### src/rtl/sw_pkg.sv
`default_nettype none
// ============================================================================
// Module      : sw_pkg
// Description : Shared definitions for the stopwatch button controller:
//               debounce FSM state encoding, default dwell length and a
//               helper that maps a debounce state to its output level.
// Revision    : 1.0 - initial release
// ============================================================================
package sw_pkg;

  // 20 ms at 100 MHz.
  localparam int DB_TICKS_DEFAULT = 2_000_000;

  // Debounce states. ZERO/WAIT1 report a low level, ONE/WAIT0 a high level,
  // so the level is simply "currently in (or dwelling out of) the high side".
  typedef enum logic [1:0] {
    ST_ZERO  = 2'd0,
    ST_WAIT1 = 2'd1,
    ST_ONE   = 2'd2,
    ST_WAIT0 = 2'd3
  } db_state_e;

  function automatic logic db_level(input db_state_e st);
    return (st == ST_ONE) || (st == ST_WAIT0);
  endfunction

endpackage : sw_pkg
`default_nettype wire

### src/rtl/db_fsm.sv
`default_nettype none
// ============================================================================
// Module      : db_fsm
// Description : Two-flop synchronizer followed by a four-state debounce FSM.
//               A level change is accepted only after the synchronized input
//               has been stable for DB_TICKS consecutive cycles. rise_tick is
//               a single-cycle pulse on an accepted low-to-high change.
// Ports       : clk       - system clock, rising edge
//               reset     - synchronous active-high reset
//               sw        - raw asynchronous (bouncing) switch input
//               db        - debounced level
//               rise_tick - one-cycle pulse when a press is accepted
// Revision    : 1.0 - initial release
// ============================================================================
module db_fsm
  import sw_pkg::*;
#(
  parameter int DB_TICKS = DB_TICKS_DEFAULT
) (
  input  logic clk,
  input  logic reset,
  input  logic sw,
  output logic db,
  output logic rise_tick
);

  // Counter runs DB_TICKS-1 down to 0; guard the width for tiny DB_TICKS.
  localparam int CW = (DB_TICKS > 2) ? $clog2(DB_TICKS) : 1;
  localparam logic [CW-1:0] CNT_LOAD = CW'(DB_TICKS - 1);

  logic          sync1_q;
  logic          sync2_q;
  db_state_e     state_q;
  db_state_e     state_d;
  logic [CW-1:0] cnt_q;
  logic [CW-1:0] cnt_d;
  logic          w_cnt_zero;

  // --------------------------------------------------------------------------
  // Synchronizer: nothing downstream ever sees the raw input.
  // --------------------------------------------------------------------------
  always_ff @(posedge clk) begin
    if (reset) begin
      sync1_q <= 1'b0;
      sync2_q <= 1'b0;
    end else begin
      sync1_q <= sw;
      sync2_q <= sync1_q;
    end
  end

  // --------------------------------------------------------------------------
  // State and dwell counter registers.
  // --------------------------------------------------------------------------
  always_ff @(posedge clk) begin
    if (reset) begin
      state_q <= ST_ZERO;
      cnt_q   <= '0;
    end else begin
      state_q <= state_d;
      cnt_q   <= cnt_d;
    end
  end

  assign w_cnt_zero = (cnt_q == '0);

  // --------------------------------------------------------------------------
  // Next-state logic. rise_tick is Mealy-style: it is high during the final
  // dwell cycle so that the consumer's register updates on the same edge that
  // moves the FSM into ONE.
  // --------------------------------------------------------------------------
  always_comb begin
    state_d   = state_q;
    cnt_d     = cnt_q;
    rise_tick = 1'b0;

    case (state_q)
      ST_ZERO: begin
        if (sync2_q) begin
          state_d = ST_WAIT1;
          cnt_d   = CNT_LOAD;
        end
      end

      ST_WAIT1: begin
        if (!sync2_q) begin
          // Bounce: abandon the dwell; the next attempt reloads the counter.
          state_d = ST_ZERO;
        end else if (w_cnt_zero) begin
          state_d   = ST_ONE;
          rise_tick = 1'b1;
        end else begin
          cnt_d = cnt_q - 1'b1;
        end
      end

      ST_ONE: begin
        if (!sync2_q) begin
          state_d = ST_WAIT0;
          cnt_d   = CNT_LOAD;
        end
      end

      ST_WAIT0: begin
        if (sync2_q) begin
          // Release bounce: back to ONE without a second tick.
          state_d = ST_ONE;
        end else if (w_cnt_zero) begin
          state_d = ST_ZERO;
        end else begin
          cnt_d = cnt_q - 1'b1;
        end
      end

      default: begin
        state_d = ST_ZERO;
        cnt_d   = '0;
      end
    endcase
  end

  assign db = db_level(state_q);

endmodule : db_fsm
`default_nettype wire

### src/rtl/sw_btn_ctrl.sv
`default_nettype none
// ============================================================================
// Module      : sw_btn_ctrl
// Description : Stopwatch push-button front end. Debounces a start/stop
//               button and a clear button; a start press toggles the run
//               level, a clear press emits a one-cycle clear pulse and stops
//               the stopwatch. Clear takes priority over a same-cycle start.
// Ports       : clk       - system clock, rising edge
//               reset     - synchronous active-high reset
//               btn_start - raw start/stop button
//               btn_clear - raw clear button
//               go        - run level (1 = counting)
//               clr       - one-cycle clear pulse
//               start_db  - debounced start button level
//               clear_db  - debounced clear button level
// Revision    : 1.0 - initial release
// ============================================================================
module sw_btn_ctrl
  import sw_pkg::*;
#(
  parameter int DB_TICKS = DB_TICKS_DEFAULT
) (
  input  logic clk,
  input  logic reset,
  input  logic btn_start,
  input  logic btn_clear,
  output logic go,
  output logic clr,
  output logic start_db,
  output logic clear_db
);

  logic start_tick;
  logic clear_tick;
  logic go_q;
  logic go_d;
  logic clr_q;
  logic clr_d;

  db_fsm #(
    .DB_TICKS (DB_TICKS)
  ) u_db_start (
    .clk       (clk),
    .reset     (reset),
    .sw        (btn_start),
    .db        (start_db),
    .rise_tick (start_tick)
  );

  db_fsm #(
    .DB_TICKS (DB_TICKS)
  ) u_db_clear (
    .clk       (clk),
    .reset     (reset),
    .sw        (btn_clear),
    .db        (clear_db),
    .rise_tick (clear_tick)
  );

  // Clear dominates: it forces go low and suppresses a coincident toggle.
  always_comb begin
    go_d  = go_q;
    clr_d = clear_tick;
    if (clear_tick) begin
      go_d = 1'b0;
    end else if (start_tick) begin
      go_d = ~go_q;
    end
  end

  always_ff @(posedge clk) begin
    if (reset) begin
      go_q  <= 1'b0;
      clr_q <= 1'b0;
    end else begin
      go_q  <= go_d;
      clr_q <= clr_d;
    end
  end

  assign go  = go_q;
  assign clr = clr_q;

endmodule : sw_btn_ctrl
`default_nettype wire

### config.mk
export PLATFORM = sky130hd
export DESIGN_NAME = sw_btn_ctrl
export DESIGN_NICKNAME = d
export VERILOG_FILES = /design/src/rtl/sw_pkg.sv /design/src/rtl/db_fsm.sv /design/src/rtl/sw_btn_ctrl.sv
export SDC_FILE = /design/constraint.sdc
export NUM_CORES = 1
export LEC_CHECK = 0
export BUFFER_PORTS_ARGS = -buffer_cell sky130_fd_sc_hd__buf_2
export CORE_MARGIN = 1
export CORE_UTILIZATION = 45
export DETAILED_ROUTE_END_ITERATION = 7
export GPL_ROUTABILITY_DRIVEN = 0
export PLACE_DENSITY = 0.59
export SYNTH_ARGS = -nofsm -noshare
export SYNTH_HDL_FRONTEND = slang
export SYNTH_SLANG_ARGS = --single-unit
### constraint.sdc
create_clock -name clk -period 5.8 [get_ports clk]
set_input_delay 0.87 -clock clk [delete_from_list [all_inputs] [get_ports clk]]
set_output_delay 0.87 -clock clk [all_outputs]
set_load 0.01 [all_outputs]
==> results of run 1 <==
worst paths after layout:
path                             from             endpoint  slack, ns  cells after the start
setup / recovery  u_db_clear.cnt_q[0]  u_db_clear.cnt_q[5]       3.26                      7
hold / removal     u_db_clear.sync1_q   u_db_clear.sync2_q       0.44                      1
setup reg to reg  u_db_clear.cnt_q[0]  u_db_clear.cnt_q[5]       3.26                      7
hold reg to reg    u_db_clear.sync1_q   u_db_clear.sync2_q       0.44                      1
area by class of cell:
type / instances / share of cell area [%]
inverter: 8 / 1.08
sequential: 52 / 37.5
multi-input combinational: 235 / 53.3
clock inverter: 1 / 1.08
clock buffer: 5 / 2.48
tap: 72 / 3.25
timing repair buffer: 7 / 1.26
power by group:
part | internal [mW] | switching [mW]
registers | 0.378 | 0.0242
logic | 0.0596 | 0.101
clock network | 0.124 | 0.115
metrics by stage:
step	std cells	hold slack (ns)	setup slack [ns]	util, %	cell area (um^2)
2_1_floorplan	312	0.414	3.68	-	2620
3_3_place_gp	374	0.432	3.32	48.3	2680
3_5_place_dp	374	0.430	3.27	48.3	2680
4_1_cts	380	0.449	3.24	50.1	2780
5_1_grt	380	0.460	2.97	50.1	2780
6_report	380	0.436	3.26	50.1	2780
state kept, by name (all words and copies together) (netlist names), named ones only:
| name | cells |
|---|---|
| go | 1 |
| u_db_clear.sync2_q | 1 |
| u_db_clear.cnt_q | 21 |
| u_db_clear.state_q | 1 |
| u_db_start.sync2_q | 1 |
| u_db_clear.sync1_q | 1 |
| clr | 1 |
| u_db_start.sync1_q | 1 |
| u_db_start.state_q | 1 |
| u_db_start.cnt_q | 21 |
cell families after synthesis:
family,count (synthesis)
AO/OA/AOI/OAI,95
XOR/XNOR,8
adder cells (fa/ha/maj),4
buffers and inverters,25
flip-flops,52
multiplexers,1
AND/OR/NAND/NOR,127
critical path, cell delays in order (launching register included):
cell     delay (ns)
dfxtp_1        0.37
inv_1          0.10
ha_1           0.15
nor4b_1        0.58
nand4_1        0.29
o21ai_2        0.62
o21ai_0        0.19
a31oi_1        0.18
cells in the final DEF (no fill, tap or decap), types with 3 or more instances in the layout:
cell type	instances
clkbuf_8	5
o21ai_0	18
a31oi_1	14
xnor2_1	3
dfxtp_1	52
nand4_1	3
nor2b_1	5
o31ai_1	16
and2_1	3
a21oi_1	27
nor4_1	5
or4_1	23
or3_1	15
nor3_1	10
nor2_1	18
a211oi_1	4
inv_1	8
xor2_1	5
nand2_1	16
or2_2	6
ha_1	4
nand2b_1	3
nor4b_1	5
a311oi_1	5
buf_2	7
nand3_1	7
routing by layer:
| metal | part of all wire [%] | GRT usage [%] | vias up |
|---|---|---|---|
| li1 | - | - | 1195 |
| met1 | 55 | 30.1 | 1076 |
| met2 | 42 | 30.8 | 32 |
| met3 | 2.6 | 4.19 | 4 |
| met4 | 0.67 | 4.26 | 0 |
| met5 | 0 | 0 | - |
==> impl_metrics.toml, run 1 <==
[detailed_routing]
postRouteWirelength_um = 5840
vias = 2307
viasPerCell = 6.07
ant_nets = 0
drt_iter0_markers = 87
wl_per_cell_um = 15.4
drtPass1Iterations = 4
route.detailed.drc = 0

[worst_setup_path]
critical_path_class = "flop to flop"
worstPathMaxFanout = 18
critical_path_arrival_ns = 2.78
required_ns = 6.04
end_kind = "flop"
critPathLaunchType = "flop"

[logic_synthesis]
yosys.area.top_type = "dfxtp_1"
synth_common_cells = "52 x dfxtp_1, 27 x a21oi_1, 23 x or4_1"
synthXorXnorAreaFrac_pct = 2.68
synth-seq-cells = 52
synthFlopType = "dfxtp_1"
ys_seq_area_share_pct = 39.8
syn_avg_cell_area_um2 = 8.39
ys.warnings.count = 0
synth_compound_area_share_pct = 22.8
synth_edf_count = 0
ys_types = 44
synth.area.mux_share_pct = 0.382
yosysMostFrequentCell = "dfxtp_1"
synthAdderAreaFrac_pct = 1.91
syn_inst = 312
syn-cell-area_um2 = 2620
yosysTopAreaCellShare_pct = 39.8
yosys.area_share.simple_pct = 28.8
syn_nets = 320
async_flop_share_pct = 0
synthTopCellsByArea = "dfxtp_1 40%, or4_1 6.6%, a21oi_1 5.2%"
synth_top_family_by_area = "simple AND/OR/NAND/NOR gates"

[cts]
cts_buffers = 5
hold_buffers = 0
cts_max_level = 2
cts_buffer_depth = 2
cts_tree = "built"
cts-resized-gates = 0
cts.clk_slew.worst_paths_ns = 0.09
postCtsSetupBuffers = 0
clkSinkCount = 52
insertion_delay_ns = 0.30
clockRootBuffer = "clkbuf_8"

[timing]
hold_violations = 0
finalSetupViolCount = 0
skew_ns = 0.00822
tightestPinTransition_ns = 0.959
slew_violations = 0
finalCritPeriodShare_pct = 43.9
final.min_clock_period_ns = 2.54
slew_headroom_pct = 35.7
fmax_mhz = 393
tns_ns = 0
grt_setup_unrepaired = "no"

[cells_and_area]
drive_gt1_share_pct = 8.12
multiInputGateArea_um2 = 1480
syn_to_final_growth_pct = 6.02
diodes = 0
nets = 317
seqCellArea_um2 = 1040
num-fill-cells = 543

[hold_path]
hold_class = "flop to flop"

[global_routing]
grt_max_degree = 36
antenna_found_initial = 0
grtUsageTotal_pct = 20.5
grt_pass1_vias = 2067
grt_first_pass_wirelength_um = 9950
grt_overflow = 0

[floorplanning]
coreArea_um2 = 5540
dieHeight_um = 78.3
die_x_um = 78.3
die_area_um2 = 6130
start_util_pct = 47.2
io_pins = 8
row_count = 27

[outcome]
status = "complete, no violations"

[flow_run]
maxCapViolations = 0

[power]
power.total_mw = 0.802
irDropWorstVdd_uv = 118
powerDensity_nw_per_um2 = 289
p_leak_nw = 0.964

[place]
portBuffers = 7
dp_hpwl_um = 4100
(Power assumes the default switching activity.)
==> run 2, diff against run 1 <==
==> constraint.sdc (replaced) <==
create_clock -name clk -period 2.6 [get_ports clk]
set_input_delay 0.39 -clock clk [delete_from_list [all_inputs] [get_ports clk]]
set_output_delay 0.39 -clock clk [all_outputs]
set_load 0.01 [all_outputs]
==> impl_metrics.toml, run 2 (same netlist as run 1, synthesis figures left out) <==
[outcome]
status = "complete, no violations"

[global_routing]
grt_overflow = 0
grt_max_degree = 35
grt_first_pass_wirelength_um = 10300
antenna_found_initial = 0
grtUsageTotal_pct = 21.4
grt_pass1_vias = 2112

[worst_setup_path]
r2r_start = "u_db_clear.cnt_q[0]"
slowest_stage = "or4_1"
critical_path_class = "flop to flop"
r2r_cells = 8
end_kind = "flop"
worstSetupEndpoint = "u_db_clear.cnt_q[14]"
r2r_slack_ns = 0.32
reg2reg_to = "u_db_clear.cnt_q[14]"
critPathLaunchType = "flop"
worstPathMaxFanout = 15
path_buf_inv = 2
crit_chain = "inv_1 -> ha_1 -> nor4b_1 -> buf_4 -> and4_1 -> a211o_1 -> or4_1 -> a21oi_1"
critical_path_arrival_ns = 2.52
cp.depth = 8
crit_start = "u_db_clear.cnt_q[0]"
required_ns = 2.84
critPathMaxStageDelay_ns = 0.46
critPathTopFamily = "simple AND/OR/NAND/NOR gates"

[detailed_routing]
route.detailed.drc = 0
vias = 2376
drtPass1Iterations = 7
wl_per_cell_um = 15.5
drt_iter0_markers = 124
postRouteWirelength_um = 6060
ant_nets = 0
viasPerCell = 6.06

[floorplanning]
dieHeight_um = 78.3
coreArea_um2 = 5540
start_util_pct = 47.2
io_pins = 8
die_area_um2 = 6130
row_count = 27
die_x_um = 78.3

[cts]
cts_buffer_depth = 2
clkSinkCount = 52
cts_tree = "built"
cts_max_level = 2
hold_buffers = 0
insertion_delay_ns = 0.32
cts.clk_slew.worst_paths_ns = 0.10
cts-resized-gates = 0
postCtsSetupBuffers = 0
cts_buffers = 5
clockRootBuffer = "clkbuf_8"

[cells_and_area]
num-fill-cells = 527
layout_commonest_cell = "dfxtp_1"
reg_top3 = "u_db_clear.cnt_q: 21 flops, u_db_start.cnt_q: 21 flops"
nets = 327
final_cell_mix = "52 x dfxtp_1, 27 x a21oi_1, 23 x or4_1"
stdcell_area_um2 = 2870
diodes = 0
syn_to_final_growth_pct = 9.75
drive_gt1_share_pct = 11.6
seqCellArea_um2 = 1040
multiInputGateArea_um2 = 1480

[place]
portBuffers = 7
placed_cell_area_um2 = 2750
dp_hpwl_um = 4170

[timing]
slew_violations = 0
tightestPinTransition_ns = 0.631
finalCritPeriodShare_pct = 87.7
tns_ns = 0
finalSetupViolCount = 0
final.min_clock_period_ns = 2.28
hold_violations = 0
slew_headroom_pct = 57.5
fmax_mhz = 439
skew_ns = 0.00852
grt_setup_unrepaired = "no"

[power]
p_leak_nw = 1.02
irDropWorstVdd_uv = 332
powerDensity_nw_per_um2 = 651

[flow_run]
maxCapViolations = 0

[hold_path]
hold_class = "primary input to flop"
run 2: changes by cell type in the layout (fill, tap and decap cells not counted), sizes merged:
cell | before | now
clkinv | 0 | 1
clkbuf | 5 | 6
buf | 7 | 17
run 2: final cells by class:
class / count / area share (%)
Tap cell: 72 / 3.14
Multi-Input combinational cell: 235 / 51.5
Sequential cell: 52 / 36.2
Timing Repair Buffer: 17 / 3.83
Clock inverter: 2 / 1.35
Clock buffer: 6 / 2.87
Inverter: 8 / 1.05
run 2: through the flow:
stage | util [%] | instances | total power [mW] | hold WS [ns] | worst slack [ns]
3_5_place_dp | 49.7 | 384 | 1.28 | 0.426 | 0.339
4_1_cts | 51.9 | 392 | 1.88 | 0.289 | 0.321
5_1_grt | 51.9 | 392 | 1.98 | 0.318 | 0.162
2_1_floorplan | - | 312 | 1.19 | 0.414 | 0.476
6_report | 51.9 | 392 | 1.87 | 0.288 | 0.321
3_3_place_gp | 49.7 | 384 | 1.28 | 0.420 | 0.354
run 2: how the worst min path moves through the flow:
stage	startpoint	end	cells past startpoint
after floorplan	u_db_clear.sync1_q	u_db_clear.sync2_q	1
after global placement	u_db_clear.sync1_q	u_db_clear.sync2_q	1
after detailed placement	u_db_clear.sync1_q	u_db_clear.sync2_q	1
after CTS	btn_clear	u_db_clear.sync1_q	2
after global routing	btn_start	u_db_start.sync1_q	2
final	btn_clear	u_db_clear.sync1_q	2
run 2: power by group:
| group | switching, mW | internal, mW |
|---|---|---|
| Combinational | 0.233 | 0.145 |
| Clock | 0.281 | 0.315 |
| Sequential | 0.0519 | 0.843 |
| Total | 0.566 | 1.30 |
run 2: per-layer routing:
metal	vias up	global-route usage, %	part of all wire (%)
li1	1217	-	-
met5	-	0	0
met2	58	31.1	41
met1	1094	31.5	53
met4	0	7.96	1.4
met3	7	3.49	4.8
